===== config.mk =====
export PLATFORM = sky130hd
export DESIGN_NAME = alu_control_unit
export DESIGN_NICKNAME = d
export VERILOG_FILES = /design/src/rtl/alu_control_unit.sv
export SDC_FILE = /design/constraint.sdc
export NUM_CORES = 1
export LEC_CHECK = 0
export BUFFER_PORTS_ARGS = -buffer_cell sky130_fd_sc_hd__buf_2
export CAP_MARGIN = 20
export CORE_AREA = 2 2 39 41
export CTS_CLUSTER_DIAMETER = 60
export DETAILED_ROUTE_END_ITERATION = 6
export DIE_AREA = 0 0 41 43
export GPL_TIMING_DRIVEN = 1
export SKIP_CTS_REPAIR_TIMING = 1
export SLEW_MARGIN = 0
export SYNTH_ARGS = -nofsm -noshare
export SYNTH_HDL_FRONTEND = slang
export SYNTH_SLANG_ARGS = --single-unit

===== constraint.sdc =====
create_clock -name clk -period 2.1 [get_ports clk]
set_clock_uncertainty 0.2 [all_clocks]
set_input_delay 0.525 -clock clk [delete_from_list [all_inputs] [get_ports clk]]
set_output_delay 0.525 -clock clk [all_outputs]
set_load 0.01 [all_outputs]

===== src/rtl/alu_control_unit.sv =====
// Registered ALU control decoder: maps the main-control ALUOp class and the
// R-type funct field to a 4-bit ALU operation select plus an illegal flag.
module alu_control_unit (
    input  logic       clk,
    input  logic       reset,
    input  logic [2:0] ALUOp,
    input  logic [5:0] func,
    output logic [3:0] ALUCtl,
    output logic       illegal
);

    localparam logic [3:0] CTL_AND     = 4'b0000;
    localparam logic [3:0] CTL_OR      = 4'b0001;
    localparam logic [3:0] CTL_ADD     = 4'b0010;
    localparam logic [3:0] CTL_ADDU    = 4'b0011;
    localparam logic [3:0] CTL_SLL     = 4'b0100;
    localparam logic [3:0] CTL_SRL     = 4'b0101;
    localparam logic [3:0] CTL_SUB     = 4'b0110;
    localparam logic [3:0] CTL_SLT     = 4'b0111;
    localparam logic [3:0] CTL_SUBU    = 4'b1000;
    localparam logic [3:0] CTL_SLTU    = 4'b1001;
    localparam logic [3:0] CTL_NOR     = 4'b1100;
    localparam logic [3:0] CTL_INVALID = 4'b1111;

    logic [3:0] ctl_next;
    logic       ill_next;

    // Unmatched selectors (including X/Z bits) fall to the INVALID default,
    // and func is only examined in the R-type branch.
    always_comb begin
        ctl_next = CTL_INVALID;
        ill_next = 1'b1;
        case (ALUOp)
            3'b000: begin ctl_next = CTL_ADD; ill_next = 1'b0; end
            3'b001: begin ctl_next = CTL_SUB; ill_next = 1'b0; end
            3'b100: begin ctl_next = CTL_AND; ill_next = 1'b0; end
            3'b101: begin ctl_next = CTL_OR;  ill_next = 1'b0; end
            3'b110: begin ctl_next = CTL_SLT; ill_next = 1'b0; end
            3'b010: begin
                ill_next = 1'b0;
                case (func)
                    6'b100100: ctl_next = CTL_AND;
                    6'b100000: ctl_next = CTL_ADD;
                    6'b100001: ctl_next = CTL_ADDU;
                    6'b100101: ctl_next = CTL_OR;
                    6'b100111: ctl_next = CTL_NOR;
                    6'b100010: ctl_next = CTL_SUB;
                    6'b100011: ctl_next = CTL_SUBU;
                    6'b101010: ctl_next = CTL_SLT;
                    6'b101001: ctl_next = CTL_SLTU;
                    6'b101011: ctl_next = CTL_SLTU;
                    6'b000000: ctl_next = CTL_SLL;
                    6'b000010: ctl_next = CTL_SRL;
                    default: begin
                        ctl_next = CTL_INVALID;
                        ill_next = 1'b1;
                    end
                endcase
            end
            default: begin
                ctl_next = CTL_INVALID;
                ill_next = 1'b1;
            end
        endcase
    end

    // Reset parks the select at INVALID without raising an exception.
    always_ff @(posedge clk or posedge reset) begin
        if (reset) begin
            ALUCtl  <= CTL_INVALID;
            illegal <= 1'b0;
        end else begin
            ALUCtl  <= ctl_next;
            illegal <= ill_next;
        end
    end

endmodule


==> parameters.txt, run 1 <==
Parameter                              Value

Worst setup path
  Critical Path RT ... 1.37 ns
  Cell type group with the largest total delay on the critical path ... flip-flops
  Worst Setup Path Type ... flop to primary output
  CP Cell Sequence ... buf_2
  Number of buffer and inverter instances along the worst setup path ... 1
  Highest cell delay on the worst timing path ... 0.51 ns
  Data arrival time at the worst-slack endpoint ... 0.86 ns
  Worst Path Max Fanout ... 1
  Sort of element at the start of the critical path ... flop
  Crit end category ... primary output
  Slowest CP cell ... sky130_fd_sc_hd__dfstp_2

STA
  Final slew viol count ... 0
  Maximum achievable frequency ... 629.7 MHz
  Transition at the pin with the smallest max-transition slack ... approximately 0.32 ns
  TNS Setup ... 0 ns
  Setup repair after global routing missed its margin ... no
  Worst-case headroom to the max-slew limit ... 78.58%
  Fin crit share ... 75.62%
  Total setup violations reported at the end of the flow ... 0
  Final hold viol count ... 0
  Worst path setup slack after routing ... 0.5119 ns
  Tmin final ... 1.588 ns

Layout
  Fraction of layout cells with a size suffix above 1 ... about 35%
  Final Cell Area ... 486.7 sq um
  Sequential cell area in the final layout ... ~130 sq um
  Footprint of the multi-input gates ... 214.0 sq um
  Final cell count without fillers ... approximately 80
  Fillers ... 146
  Layout-stage area growth over the synthesis result ... 33.22%
  Number of nets in the final layout ... 77
  Number of inserted diodes ... 0

GRT
  Total congestion overflow ... 0
  Via count of the first global-routing pass ... 330
  Antenna violations before repair ... 0
  Global-route wire length before repair ... 1304 microns
  Maximum number of pins on one net before global-route repair ... 10
  GRT Overall Usage ... a little over a tenth

Job
  Maximum capacitance violations ... 0

Drt
  Drc violations ... 0
  Number of iterations in the first detailed-routing pass ... 2
  Count of antenna-violating nets left after detailed routing ... 0
  Vias after detailed routing ... 381
  Vias per Instance ... 4.704
  Mean routed wirelength per cell ... ~9.8 microns
  Violation count after the first detailed-route iteration ... 3
  Final Routed Wirelength ... 790 microns

Synthesis
  Synthesized area per cell ... 7.773 sq um
  Cell type contributing the most total cell area after synthesis ... sky130_fd_sc_hd__dfstp_2
  Distinct cell type count of the synthesized netlist ... 22
  Post-Synthesis Cell Area ... about 370 sq um
  Instance count of the mapped netlist ... 47
  Number of nets produced by synthesis ... 58
  Yosys warns ... 0
  Sequential area share after synthesis ... 35.62%
  Post-synthesis register bit count ... 5
  Synth top area cells ... sky130_fd_sc_hd__dfstp_2, sky130_fd_sc_hd__dfrtp_1, sky130_fd_sc_hd__nand2_1
  Area share of the largest cell type after synthesis ... 28.77%

Power and ir drop
  Leakage power total ... around 0.00022 uW
  Power density of the placed cells ... a little under 600 mW/mm^2
  Maximum ir drop on the vdd rail ... 0.1732 mV

Floorplanning
  Die Outline Area ... 0.001763 sq mm
  Core area ... 0.001384 sq mm
  Boundary Pins ... 16
  Vertical die dimension ... 43 microns
  Initial core utilization ... 26.40%
  Die Wd ... 41 microns
  Row count ... 14

Place
  Cell count after placement ... 76
  Post-placement worst setup slack ... 0.3009 ns
  Instance area at placement ... 450.4 sq um
  Total of buffers placed on input and output ports ... 15
  Half-perimeter wire length after detailed placement ... 645.8 microns
  Final estimated routing congestion in global placement ... 0.7449

Clocking
  Depth of the CTS H-tree ... 1
  CTS tree ... done
  CTS Root Cell ... sky130_fd_sc_hd__clkbuf_4
  Longest Clk Path Bufs ... 2
  Number of buffers added by the clock tree synthesis step ... 3
  Sink count of the clock tree ... 5
  Clock transition at the register clock pins on the worst setup and hold paths after CTS ... approximately 0.04 ns

Run status
  Run status ... finished clean

Worst hold path
  Worst Hold Class ... input port to flop
-- synthesized netlist by cell type --
master and n:
sky130_fd_sc_hd__nand3_1 3, sky130_fd_sc_hd__o21ai_0 4, sky130_fd_sc_hd__or2_1 1, sky130_fd_sc_hd__buf_2 2, sky130_fd_sc_hd__o21ai_1 1, sky130_fd_sc_hd__nor2b_1 2
sky130_fd_sc_hd__nand2_1 6, sky130_fd_sc_hd__a21o_1 1, sky130_fd_sc_hd__dfrtp_1 1, sky130_fd_sc_hd__a21oi_1 4, sky130_fd_sc_hd__mux2i_1 2, sky130_fd_sc_hd__a41oi_2 1
sky130_fd_sc_hd__dfstp_2 4, sky130_fd_sc_hd__nand2b_1 1, sky130_fd_sc_hd__nor2_1 5, sky130_fd_sc_hd__or4_1 1, sky130_fd_sc_hd__a31oi_1 1, sky130_fd_sc_hd__a41oi_1 1
sky130_fd_sc_hd__a21boi_0 1, sky130_fd_sc_hd__inv_1 3, sky130_fd_sc_hd__o41ai_1 1, sky130_fd_sc_hd__nor3_1 1
-- metal layers --
metal / wire (microns) / track usage [%] / vias to the layer above
li1: - / - / 201
met1: 372 / 14.15 / 166
met2: 347 / 14.69 / 14
met3: 70 / 2.094 / 0
met4: 0 / 8.000 / 0
met5: 0 / 0 / -
-- layout by cell type (no fill, tap or decap), types with 2 or more instances in the layout --
master / Yosys / routed
sky130_fd_sc_hd__buf_2: 2 / 15
sky130_fd_sc_hd__o21ai_0: 4 / 4
sky130_fd_sc_hd__nor2_1: 5 / 5
sky130_fd_sc_hd__dfstp_2: 4 / 4
sky130_fd_sc_hd__mux2i_1: 2 / 2
sky130_fd_sc_hd__a21oi_1: 4 / 4
sky130_fd_sc_hd__inv_1: 3 / 3
sky130_fd_sc_hd__clkbuf_4: 0 / 3
sky130_fd_sc_hd__nor2b_1: 2 / 2
sky130_fd_sc_hd__nand2_1: 6 / 6
sky130_fd_sc_hd__nand3_1: 3 / 3
-- path summary, 6_finish.rpt --
check	start	to	slack, ns	cells past startpoint
worst min-delay path	ALUOp[2]	ALUCtl[0]	0.33	3
worst max-delay path	ALUCtl[1]	ALUCtl[1]	0.51	1
min in group asynchronous	reset	illegal	0.53	3
max in group asynchronous	reset	ALUCtl[0]	0.94	3
-- cell type report --
class,instances,area share (%)
clock buffers,4,5.398
inverters,3,2.314
multi-input cells,37,43.96
flip-flops and latches,5,26.74
well taps,16,4.113
repair buffers,16,17.48
-- metrics by stage --
step / hold WS [ns] / util [%] / total power (uW)
2_1_floorplan: 0.1006 / - / 146.7
3_3_place_gp: 0.2197 / 32.55 / 173.2
3_5_place_dp: 0.2297 / 32.55 / 174.0
4_1_cts: -0.02709 / 34.45 / 288.1
5_1_grt: 0.3498 / 35.17 / 309.5
6_report: 0.3318 / 35.17 / 281.6
-- power breakdown --
group	internal, uW	switching, uW	leakage, uW
clock	71.6	36.2	0.0000150
combinational	27.3	37.3	0.000156
sequential	108	1.39	0.0000543
total	207	74.9	0.000225
-- logic make-up after synthesis --
logic type             share of synthesized area, %
AOI/OAI and AO/OA                             27.40
DFF                                           35.62
and+or+nand+nor                               25.68
muxes                                         5.480
buffers and inverters                         5.822
-- state kept, by name, summed over array words and instances (netlist names) --
name / cells
ALUCtl: 4
illegal: 1
No activity file was read; power rests on OpenSTA's default activity.
==> run 2, diff against run 1 <==
clock period = 1.48 ns   (was 2.1 ns; I/O delays follow)
==> run 2 against run 1 <==
Core utilization up 4.3 points. Power up 48%. Die area unchanged. Sequential cell count unchanged. Highest routed layer unchanged. First-iteration DRC count rose to 3.0 times the previous value. Routed wire length up 7.6%. Non-clock buffer count up 8. Worst hold slack worse by 0.16 ns. Sequential power up 42%. Clock power up 42%.
==> parameters.txt, run 2 (synthesis results as in run 1) <==
Parameter                              Value

Worst hold path
  Worst Hold Class ... input port to flop

Worst setup path
  Highest cell delay on the worst timing path ... 0.51 ns
  Data arrival time at the worst-slack endpoint ... 0.87 ns
  Worst Path Max Fanout ... 1
  Critical Path RT ... roughly 0.91 ns
  CP Cell Sequence ... buf_2
  Sort of element at the start of the critical path ... flop
  Worst Setup Path Type ... flop to primary output
  Number of buffer and inverter instances along the worst setup path ... 1
  Slowest CP cell ... sky130_fd_sc_hd__dfstp_2
  Cell type group with the largest total delay on the critical path ... flip-flops
  Crit end category ... primary output

GRT
  GRT Overall Usage ... between 10% and 20%
  Maximum number of pins on one net before global-route repair ... 10
  Antenna violations before repair ... 0
  Total congestion overflow ... 0
  Via count of the first global-routing pass ... 395
  Global-route wire length before repair ... roughly 1500 microns

Drt
  Drc violations ... 0
  Violation count after the first detailed-route iteration ... 9
  Final Routed Wirelength ... between 800 and 900 microns
  Mean routed wirelength per cell ... ~9.6 microns
  Vias after detailed routing ... between 400 and 500
  Count of antenna-violating nets left after detailed routing ... 0
  Number of iterations in the first detailed-routing pass ... 2
  Vias per Instance ... 4.640

STA
  Final hold viol count ... 0
  Final slew viol count ... 0
  Setup repair after global routing missed its margin ... no
  Fin crit share ... between 90 and 100%
  Tmin final ... 1.437 ns
  Total setup violations reported at the end of the flow ... 0
  Fin Hold WS ... 0.1692 ns
  Maximum achievable frequency ... 696.0 MHz
  Worst-case headroom to the max-slew limit ... about 80%
  Transition at the pin with the smallest max-transition slack ... around 0.29 ns
  TNS Setup ... 0 ns

Layout
  Number of inserted diodes ... 0
  Fillers ... about 150
  Max FFs per register ... 4
  Fraction of layout cells with a size suffix above 1 ... 42.47%
  Number of nets in the final layout ... 85
  Commonest non-fill, non-tap cell in the layout ... sky130_fd_sc_hd__buf_2
  Layout-stage area growth over the synthesis result ... 49.66%
  Register with the most flip-flops ... ALUCtl
  Utilization after layout ... 39.51%
  Biggest registers after layout ... ALUCtl x4, illegal x1
  Final cell count without fillers ... 89
  Top library cells by usage in the layout, fill and taps aside ... sky130_fd_sc_hd__buf_2, sky130_fd_sc_hd__buf_4, sky130_fd_sc_hd__nand2_1

Clocking
  Sink count of the clock tree ... 5
  Clock transition at the register clock pins on the worst setup and hold paths after CTS ... 0.04 ns
  Longest Clk Path Bufs ... 2
  CTS tree ... done
  CTS Root Cell ... sky130_fd_sc_hd__clkbuf_4
  Depth of the CTS H-tree ... 1
  Number of buffers added by the clock tree synthesis step ... 3

Run status
  Run status ... finished clean

Power and ir drop
  Power density of the placed cells ... ~760 mW/mm^2
  Leakage power total ... 0.0002630 uW
  Maximum ir drop on the vdd rail ... 0.1970 mV

Place
  Cell count after placement ... 84
  Total of buffers placed on input and output ports ... 15
  Half-perimeter wire length after detailed placement ... a little over 700 microns
  Final estimated routing congestion in global placement ... 0.7023

Floorplanning
  Row count ... 14
  Initial core utilization ... 26.40%
  Core area ... about 0.0014 sq mm
  Boundary Pins ... 16
  Die Outline Area ... 0.001763 sq mm
  Die Wd ... 41 microns
  Vertical die dimension ... 43 microns

Job
  Maximum capacitance violations ... 0
## run 2: routing by layer
metal  vias up  global-route usage (%)  routed length, microns
li1        219                       -                       -
met1       180                   15.11                     369
met2        14                   19.06                     413
met3         0                   1.571                      68
met4         0                   8.000                       0
met5         -                       0                       0
## run 2: worst paths after layout
check,from,to,cells past startpoint
worst max-delay path,ALUCtl[1],ALUCtl[1],1
worst min-delay path,ALUOp[2],ALUCtl[0],3
max in group asynchronous,reset,ALUCtl[0],3
min in group asynchronous,reset,illegal,3
## run 2: power breakdown
part           switching, uW  leakage (uW)  internal, uW  total, uW
logic                   55.7      0.000194          52.1        108
registers               2.08     0.0000543           153        155
clock network           51.0     0.0000150           102        153
## run 2: per-stage QoR
step / total power (uW) / setup WS (ns) / instance area, sq um
2_1_floorplan: 208.2 / 0.02215 / 365.4
3_3_place_gp: 261.5 / -0.1153 / 510.5
3_5_place_dp: 263.0 / -0.1253 / 510.5
4_1_cts: 424.2 / 0.02475 / 536.8
5_1_grt: 455.3 / 0.004833 / 546.8
6_report: 415.5 / 0.04325 / 546.8
## run 2: area by class of cell
type	count	area, sq um	area share (%)
Sequential cell	5	130.1	23.80
Tap cell	16	20.02	3.661
Multi-Input combinational cell	37	214.0	39.13
Inverter	3	11.26	2.059
Timing Repair Buffer	24	145.1	26.54
Clock buffer	4	26.28	4.805
==> run 3, diff against run 2 <==
CTS_BUF_LIST = sky130_fd_sc_hd__clkbuf_8   (was default)
==> run 3 against run 2 <==
Maximum frequency is 1.3% higher. First-iteration DRC count stayed put. Sequential share of layout area is 0.79 points lower. Via count is 3.4% higher. Routed wire length is 2.1% higher. Final cell count stayed put. Global-route usage is 0.40 points higher. Setup slack better by 0.019 ns. Sequential cell count stayed put. Cell area is 3.4% higher. Core utilization is 1.4 points higher. Clock power is 58% higher.
==> parameters.txt, run 3 (synthesis results as in run 1) <==
Parameter                              Value

Clocking
  Sink count of the clock tree ... 5
  Number of buffers added by the clock tree synthesis step ... 3
  Longest Clk Path Bufs ... 2
  Depth of the CTS H-tree ... 1
  CTS Root Cell ... sky130_fd_sc_hd__clkbuf_8
  CTS tree ... done
  Clock transition at the register clock pins on the worst setup and hold paths after CTS ... 0.03 ns

Layout
  Biggest registers after layout ... ALUCtl x4, illegal x1
  Max FFs per register ... 4
  Register with the most flip-flops ... ALUCtl
  Top library cells by usage in the layout, fill and taps aside ... sky130_fd_sc_hd__buf_2, sky130_fd_sc_hd__buf_4, sky130_fd_sc_hd__nand2_1
  Fraction of layout cells with a size suffix above 1 ... approximately 42%
  Layout-stage area growth over the synthesis result ... 54.79%
  Commonest non-fill, non-tap cell in the layout ... sky130_fd_sc_hd__buf_2
  Final cell count without fillers ... 89
  Number of inserted diodes ... 0
  Number of nets in the final layout ... 85

Drt
  Final Routed Wirelength ... 868 microns
  Mean routed wirelength per cell ... 9.753 microns
  Number of iterations in the first detailed-routing pass ... 4
  Vias after detailed routing ... 427
  Drc violations ... 0
  Violation count after the first detailed-route iteration ... 9
  Vias per Instance ... 4.798
  Count of antenna-violating nets left after detailed routing ... 0

Floorplanning
  Die Wd ... slightly above 40 microns
  Core area ... 0.001384 sq mm
  Initial core utilization ... 26.40%
  Vertical die dimension ... 43 microns
  Boundary Pins ... 16
  Row count ... 14
  Die Outline Area ... 0.001763 sq mm

Worst setup path
  Sort of element at the start of the critical path ... flop
  Cell type group with the largest total delay on the critical path ... flip-flops
  Number of buffer and inverter instances along the worst setup path ... 1
  Critical Path RT ... slightly above 0.9 ns
  Crit end category ... primary output
  Worst Path Max Fanout ... 1
  Highest cell delay on the worst timing path ... 0.51 ns
  CP Cell Sequence ... buf_2
  Worst Setup Path Type ... flop to primary output
  Data arrival time at the worst-slack endpoint ... 0.85 ns
  Slowest CP cell ... sky130_fd_sc_hd__dfstp_2

STA
  Setup repair after global routing missed its margin ... no
  Tmin final ... approximately 1.4 ns
  Transition at the pin with the smallest max-transition slack ... 0.3156 ns
  Maximum achievable frequency ... approximately 710 MHz
  Worst-case headroom to the max-slew limit ... 78.96%
  TNS Setup ... 0 ns
  Final slew viol count ... 0
  Final hold viol count ... 0
  Fin crit share ... 95.80%
  Total setup violations reported at the end of the flow ... 0

Place
  Total of buffers placed on input and output ports ... 15
  Final estimated routing congestion in global placement ... roughly 0.7
  Cell count after placement ... 84
  Half-perimeter wire length after detailed placement ... 716 microns

Power and ir drop
  Maximum ir drop on the vdd rail ... roughly 0.24 mV
  Total chip power ... 505.7 uW
  Leakage power total ... approximately 0.00027 uW
  Power density of the placed cells ... about 890 mW/mm^2

GRT
  GRT Overall Usage ... 12.75%
  Total congestion overflow ... 0
  Via count of the first global-routing pass ... 404
  Global-route wire length before repair ... ~1500 microns
  Maximum number of pins on one net before global-route repair ... 10
  Antenna violations before repair ... 0

Job
  Maximum capacitance violations ... 0

Worst hold path
  Worst Hold Class ... input port to flop

Run status
  Run status ... finished clean
-- run 3: cell count changes in the layout (fill, tap and decap cells not counted), sizes merged --
cell,previous run,this run
inv,3,4
clkbuf,4,3
-- run 3: power by group --
| group | internal (uW) | leakage [uW] | switching [uW] |
|---|---|---|---|
| Clock | 178 | 0.0000269 | 64.9 |
| Sequential | 153 | 0.0000543 | 2.08 |
| Combinational | 52.1 | 0.000194 | 55.8 |
| Total | 383 | 0.000275 | 123 |
-- run 3: path summary, 6_finish.rpt --
check | start | to | slack, ns | cells past startpoint
hold / removal | ALUOp[2] | ALUCtl[0] | 0.18 | 3
setup / recovery | ALUCtl[1] | ALUCtl[1] | 0.06 | 1
max in group asynchronous | reset | ALUCtl[0] | 0.46 | 3
min in group asynchronous | reset | illegal | 0.39 | 3
-- run 3: metal layers --
layer | track usage (%) | up-vias | routed length [microns]
met1 | 15.11 | 186 | 362
met4 | 8.000 | 0 | 22
li1 | - | 219 | -
met3 | 3.141 | 3 | 78
met5 | 0 | - | 0
met2 | 19.38 | 19 | 405
-- run 3: area by class of cell --
type                       count  area, sq um
tap                           16        20.02
inverter                       3        11.26
fill                         143        818.3
clock buffer                   3        41.29
timing repair buffer          24        145.1
sequential                     5        130.1
clock inverter                 1        3.754
multi-input combinational     37        214.0
-- run 3: metrics by stage --
stage / hold WS, ns / util [%] / setup slack (ns) / instance area, sq um
after global routing: 0.2113 / 40.87 / 0.03394 / 565.5
after CTS: -0.1584 / 40.14 / 0.05081 / 555.5
after floorplan: -0.05438 / - / 0.02215 / 365.4
after detailed placement: 0.07494 / 36.89 / -0.1253 / 510.5
final: 0.1844 / 40.87 / 0.06214 / 565.5
after global placement: 0.06552 / 36.89 / -0.1153 / 510.5
